**config.mk**
```make
export PLATFORM = sky130hd
export DESIGN_NAME = ff_bank_controller
export DESIGN_NICKNAME = d
export VERILOG_FILES = /design/src/rtl/ff_bank_controller.sv
export SDC_FILE = /design/constraint.sdc
export NUM_CORES = 1
export LEC_CHECK = 0
export CORE_ASPECT_RATIO = 2
export CORE_MARGIN = 10
export CORE_UTILIZATION = 37
export CTS_CLUSTER_SIZE = 25
export DETAILED_ROUTE_END_ITERATION = 8
export PLACE_DENSITY = 0.75
export REMOVE_ABC_BUFFERS = 1
export SLEW_MARGIN = 10
export SYNTH_ARGS = -nofsm -noshare
export SYNTH_HDL_FRONTEND = slang
export SYNTH_SLANG_ARGS = --single-unit
```
**constraint.sdc**
```tcl
create_clock -name clock -period 2.4 [get_ports clock]
set_clock_uncertainty 0.15 [all_clocks]
set_input_delay 0.48 -clock clock [delete_from_list [all_inputs] [get_ports clock]]
set_output_delay 0.48 -clock clock [all_outputs]
set_load 0.005 [all_outputs]
```
**src/rtl/ff_bank_controller.sv**
```systemverilog
// Round-robin write-path arbiter and full-bank clear sequencer for an enable/clear flip-flop register bank.
// Optional macro FF_BANK_CTRL_STATS_EN adds a saturating 16-bit accept_count output.
module ff_bank_controller #(
  parameter int NUM_REQ  = 4,
  parameter int NUM_REGS = 8,
  parameter int DATA_W   = 8,
  parameter int ADDR_W   = $clog2(NUM_REGS),
  parameter int ID_W     = $clog2(NUM_REQ)
) (
  input  logic                       clock,
  input  logic                       reset,
  input  logic [NUM_REQ-1:0]         req_valid,
  output logic [NUM_REQ-1:0]         req_ready,
  input  logic [NUM_REQ-1:0]         req_clear,
  input  logic [NUM_REQ*ADDR_W-1:0]  req_addr,
  input  logic [NUM_REQ*DATA_W-1:0]  req_data,
  input  logic                       clear_all,
  output logic [NUM_REGS-1:0]        ff_enable,
  output logic [NUM_REGS-1:0]        ff_reset,
  output logic [DATA_W-1:0]          ff_data,
  output logic [ID_W-1:0]            grant_id,
  output logic                       busy,
  output logic                       done,
`ifdef FF_BANK_CTRL_STATS_EN
  output logic [15:0]                accept_count,
`endif
  output logic                       addr_err
);

  // state | meaning
  // IDLE  | arbitrating requesters; clear_all starts a sweep
  // SWEEP | walking ff_reset across the bank, requesters stalled
  typedef enum logic {IDLE, SWEEP} state_t;

  localparam logic [ADDR_W:0]   REGS_LIM = (ADDR_W+1)'(NUM_REGS);
  localparam logic [ADDR_W-1:0] LAST_IDX = ADDR_W'(NUM_REGS-1);
  localparam logic [ID_W-1:0]   LAST_ID  = ID_W'(NUM_REQ-1);

  state_t              state;
  logic [ID_W-1:0]     rr;
  logic [ID_W-1:0]     win;
  logic                win_found;
  logic                accept;
  logic [ADDR_W-1:0]   win_addr;
  logic [DATA_W-1:0]   win_data;
  logic                win_clear;
  logic [ADDR_W-1:0]   sweep_left;

  // Two passes give the rotating priority rr, rr+1, ... without a modulo index.
  always_comb begin
    win       = '0;
    win_found = 1'b0;
    for (int i = 0; i < NUM_REQ; i++) begin
      if (!win_found && i >= int'(rr) && req_valid[i]) begin
        win_found = 1'b1;
        win       = ID_W'(i);
      end
    end
    for (int i = 0; i < NUM_REQ; i++) begin
      if (!win_found && i < int'(rr) && req_valid[i]) begin
        win_found = 1'b1;
        win       = ID_W'(i);
      end
    end
  end

  always_comb begin
    win_addr  = '0;
    win_data  = '0;
    win_clear = 1'b0;
    for (int i = 0; i < NUM_REQ; i++) begin
      if (win == ID_W'(i)) begin
        win_addr  = req_addr[i*ADDR_W +: ADDR_W];
        win_data  = req_data[i*DATA_W +: DATA_W];
        win_clear = req_clear[i];
      end
    end
  end

  assign accept    = (state == IDLE) && !clear_all && win_found;
  assign req_ready = accept ? (NUM_REQ'(1) << win) : '0;

  always_ff @(posedge clock or negedge reset) begin
    if (!reset) begin
      state      <= IDLE;
      rr         <= '0;
      sweep_left <= '0;
      ff_enable  <= '0;
      ff_reset   <= '0;
      ff_data    <= '0;
      grant_id   <= '0;
      busy       <= 1'b0;
      done       <= 1'b0;
      addr_err   <= 1'b0;
    end else begin
      ff_enable <= '0;
      ff_reset  <= '0;
      ff_data   <= '0;
      done      <= 1'b0;
      addr_err  <= 1'b0;
      case (state)
        IDLE: begin
          if (clear_all) begin
            state      <= SWEEP;
            sweep_left <= LAST_IDX;
            busy       <= 1'b1;
            ff_reset   <= NUM_REGS'(1);
          end else if (accept) begin
            rr       <= (win == LAST_ID) ? '0 : win + 1'b1;
            grant_id <= win;
            // Out-of-range ops are consumed so the requester is not stuck retrying.
            if ({1'b0, win_addr} >= REGS_LIM) begin
              addr_err <= 1'b1;
            end else if (win_clear) begin
              ff_reset <= NUM_REGS'(1) << win_addr;
            end else begin
              ff_enable <= NUM_REGS'(1) << win_addr;
              ff_data   <= win_data;
            end
          end
        end
        SWEEP: begin
          if (sweep_left == '0) begin
            state <= IDLE;
            busy  <= 1'b0;
            done  <= 1'b1;
          end else begin
            sweep_left <= sweep_left - 1'b1;
            ff_reset   <= ff_reset << 1;
          end
        end
        default: state <= IDLE;
      endcase
    end
  end

`ifdef FF_BANK_CTRL_STATS_EN
  always_ff @(posedge clock or negedge reset) begin
    if (!reset) begin
      accept_count <= '0;
    end else if (accept && accept_count != 16'hFFFF) begin
      accept_count <= accept_count + 16'd1;
    end
  end
`endif

endmodule
```
==> results.sh <==
export IMPL_clock_path_buffers=2
export IMPL_track_usage=0.157
export IMPL_portBuffers=86
export IMPL_rsz0062_at_grt="yes"
export IMPL_clk_latency_ps=290
export IMPL_clkTransAtPathRegs_ps=80
export IMPL_n_fill_cell=353
export IMPL_final_cell_mix="clkdlybuf4s50_1 (78), nand2_1 (40), dfrtp_1 (33), buf_4 (33), o21ai_0 (13)"
export IMPL_drcViolationCount=0
export IMPL_failed_checks="setup timing"
export IMPL_dp_hpwl_mm=5.14
export IMPL_ys_async_sr_fraction=1.00
export IMPL_ys_seq_elements=34
export IMPL_layout_drive_gt1_share=0.317
export IMPL_final_max_slew_violation_count=0
export IMPL_min_from="ff_reset[3]"
export IMPL_ios=88
export IMPL_vdd_ir_drop_max_mv=0.772
export IMPL_fmax_mhz=398
export IMPL_antenna_found_initial=0
export IMPL_hold_viol_final=0
export IMPL_wl_mm=7.20
export IMPL_num_nets_final=394
export IMPL_cts_tree="built"
export IMPL_dr_total_vias=2060
export IMPL_postRouteAntennaNets=0
export IMPL_core_area_sq_um=4910
export IMPL_antennaDiodeCount=0
export IMPL_synth_edf_count=0
export IMPL_hold_depth=2
export IMPL_period_share=1.05
export IMPL_rr_worst_depth=11
export IMPL_grt_max_degree=35
export IMPL_first_pass_iters=4
export IMPL_drt_iter0_drc=112
export IMPL_start_util=0.386
export IMPL_critPathCaptureType="flop"
export IMPL_yosys_warnings=0
export IMPL_ys_flop_type="dfrtp_1"
export IMPL_area_growth_pct=87.2
export IMPL_multi_input_area_sq_um=1240
export IMPL_setup_viol=16
export IMPL_vias_per_cell=5.27
export IMPL_synth_area_sq_um=1900
export IMPL_place_gp_congestion=0.869
export IMPL_reg2reg_slack_ps=-110
export IMPL_die_x_um=70.6
export IMPL_powerDensity_nw_per_um2=1080
export IMPL_holdPathEnd="ff_reset[4]"
export IMPL_min_period_ps=2510
export IMPL_synth_cell_type_count=42
export IMPL_synth_cells=209
export IMPL_regArea_sq_um=852
export IMPL_cp_start_kind="flop"
export IMPL_synth_area_per_cell_sq_um=9.08
export IMPL_required_ps=2450
export IMPL_hp_class="reg -> reg"
export IMPL_num_rows=36
export IMPL_maxCapViolCount=0
export IMPL_die_h_um=121
export IMPL_final_core_util=0.723
export IMPL_r2r_end="ff_reset[5]"
export IMPL_status="finished with violations"
export IMPL_worst_slack_ps=-114
export IMPL_leakage_nw=1.49
export IMPL_path_class="reg -> reg"
export IMPL_layout_commonest_cell="clkdlybuf4s50_1"
export IMPL_grt_pass1_wl_mm=10.9
export IMPL_worst_path_max_fanout=6
export IMPL_htreeDepth=2
export IMPL_overflow=0
export IMPL_holdBufCountCts=0
export IMPL_grt_pass1_vias=2179
export IMPL_critPathArrivalTime_ps=2570
export IMPL_wl_per_cell_um=18.4
export IMPL_post_place_ws_ps=-973
export IMPL_synth_seq_area_share=0.449
export IMPL_worstReg2RegStart="rr[0]"
export IMPL_cts_root_buf="clkbuf_8"
export IMPL_numCtsBuffers=5
export IMPL_cts_sinks=34
export IMPL_die_area_sq_um=8560
-- state kept, by name, summed over array words and instances, names as in the netlist --
| register | count |
|---|---|
| busy | 1 |
| done | 1 |
| ff_data | 8 |
| ff_enable | 8 |
| ff_reset | 8 |
| grant_id | 2 |
| rr | 2 |
| state | 1 |
| sweep_left | 3 |
-- worst max-delay path: stages (launching register included) --
cell and delay (ps):
dfrtp_1 390, inv_2 130, a21oi_1 100, o2bb2ai_2 240, buf_6 150, ha_4 140
buf_6 120, nand2_1 60, o211ai_1 290, buf_4 190, o2111ai_4 170, o31ai_4 300
-- cell usage after synthesis (all sizes together), types with 4 or more instances --
master  number  share of area
o31ai        4          0.016
a21oi       10          0.026
dfrtp       34           0.45
nand2       41          0.081
o41ai        4          0.034
inv         13          0.026
and2         4          0.013
ha           6          0.040
clkbuf       4         0.0079
o21ai       17          0.045
nand2b      10          0.033
buf          7          0.022
nand3        4          0.011
o211ai      11          0.044
nor3         9          0.026
-- timing repair --
action / 4_1_cts / 5_1_grt
setup endpoints to repair: 28 / 28
endpoints found under the hold margin: 0 / 0
resized for setup: 82 / 23
cloned: 0 / 0
pin swaps: 12 / 15
buffers inserted: 8 / 4
-- power by group --
group | internal (W) | switching (W) | total, W
combinational | 0.00117 | 0.00119 | 0.00235
sequential | 0.000725 | 0.000104 | 0.000828
clock | 0.000416 | 0.000234 | 0.000651
total | 0.00231 | 0.00152 | 0.00383
-- per-layer routing --
metal	global-route usage	vias to the layer above	routed length [um]
met1	0.146	994	2370
met5	0	-	0
li1	-	980	-
met4	0.0645	0	197
met3	0.0426	18	416
met2	0.307	68	4220
-- cell families after synthesis --
group	count (synthesis)	synth area share
and+or+nand+nor	81	0.211
AOI/OAI and AO/OA	61	0.231
DFF	34	0.449
buffers and inverters	24	0.0561
adders and majority gates	6	0.0396
muxes	2	0.0119
other	1	0.00198
-- layout make-up --
type                    instances  area share
clock inverters                 3      0.0194
multi-input cells             151       0.348
repair buffers                128       0.339
flip-flops and latches         34       0.240
inverters                      13      0.0137
clock buffers                   5      0.0194
well taps                      57      0.0201
-- worst max-delay path by stage --
stage	cells after the start	from	to
floorplan	8	req_valid[2]	ff_enable[0]
global placement	10	req_valid[1]	ff_reset[7]
detailed placement	10	req_valid[1]	ff_reset[7]
CTS	10	rr[1]	ff_reset[0]
global route	11	rr[0]	ff_reset[5]
finish	11	rr[0]	ff_reset[5]
-- metrics by stage --
stage | cells | area, sq um | total power [W] | hold slack [ps] | setup TNS [ps]
final | 391 | 3550 | 0.00383 | 350 | -1160
after CTS | 387 | 3410 | 0.00356 | 351 | -118
after floorplan | 198 | 1840 | 0.00169 | 34.4 | -6170
after global placement | 371 | 3000 | 0.00247 | 328 | -19660
after global routing | 391 | 3550 | 0.00407 | 354 | -3440
after detailed placement | 371 | 3000 | 0.00250 | 331 | -21860
Note: power is estimated with default switching activity, not from simulation.
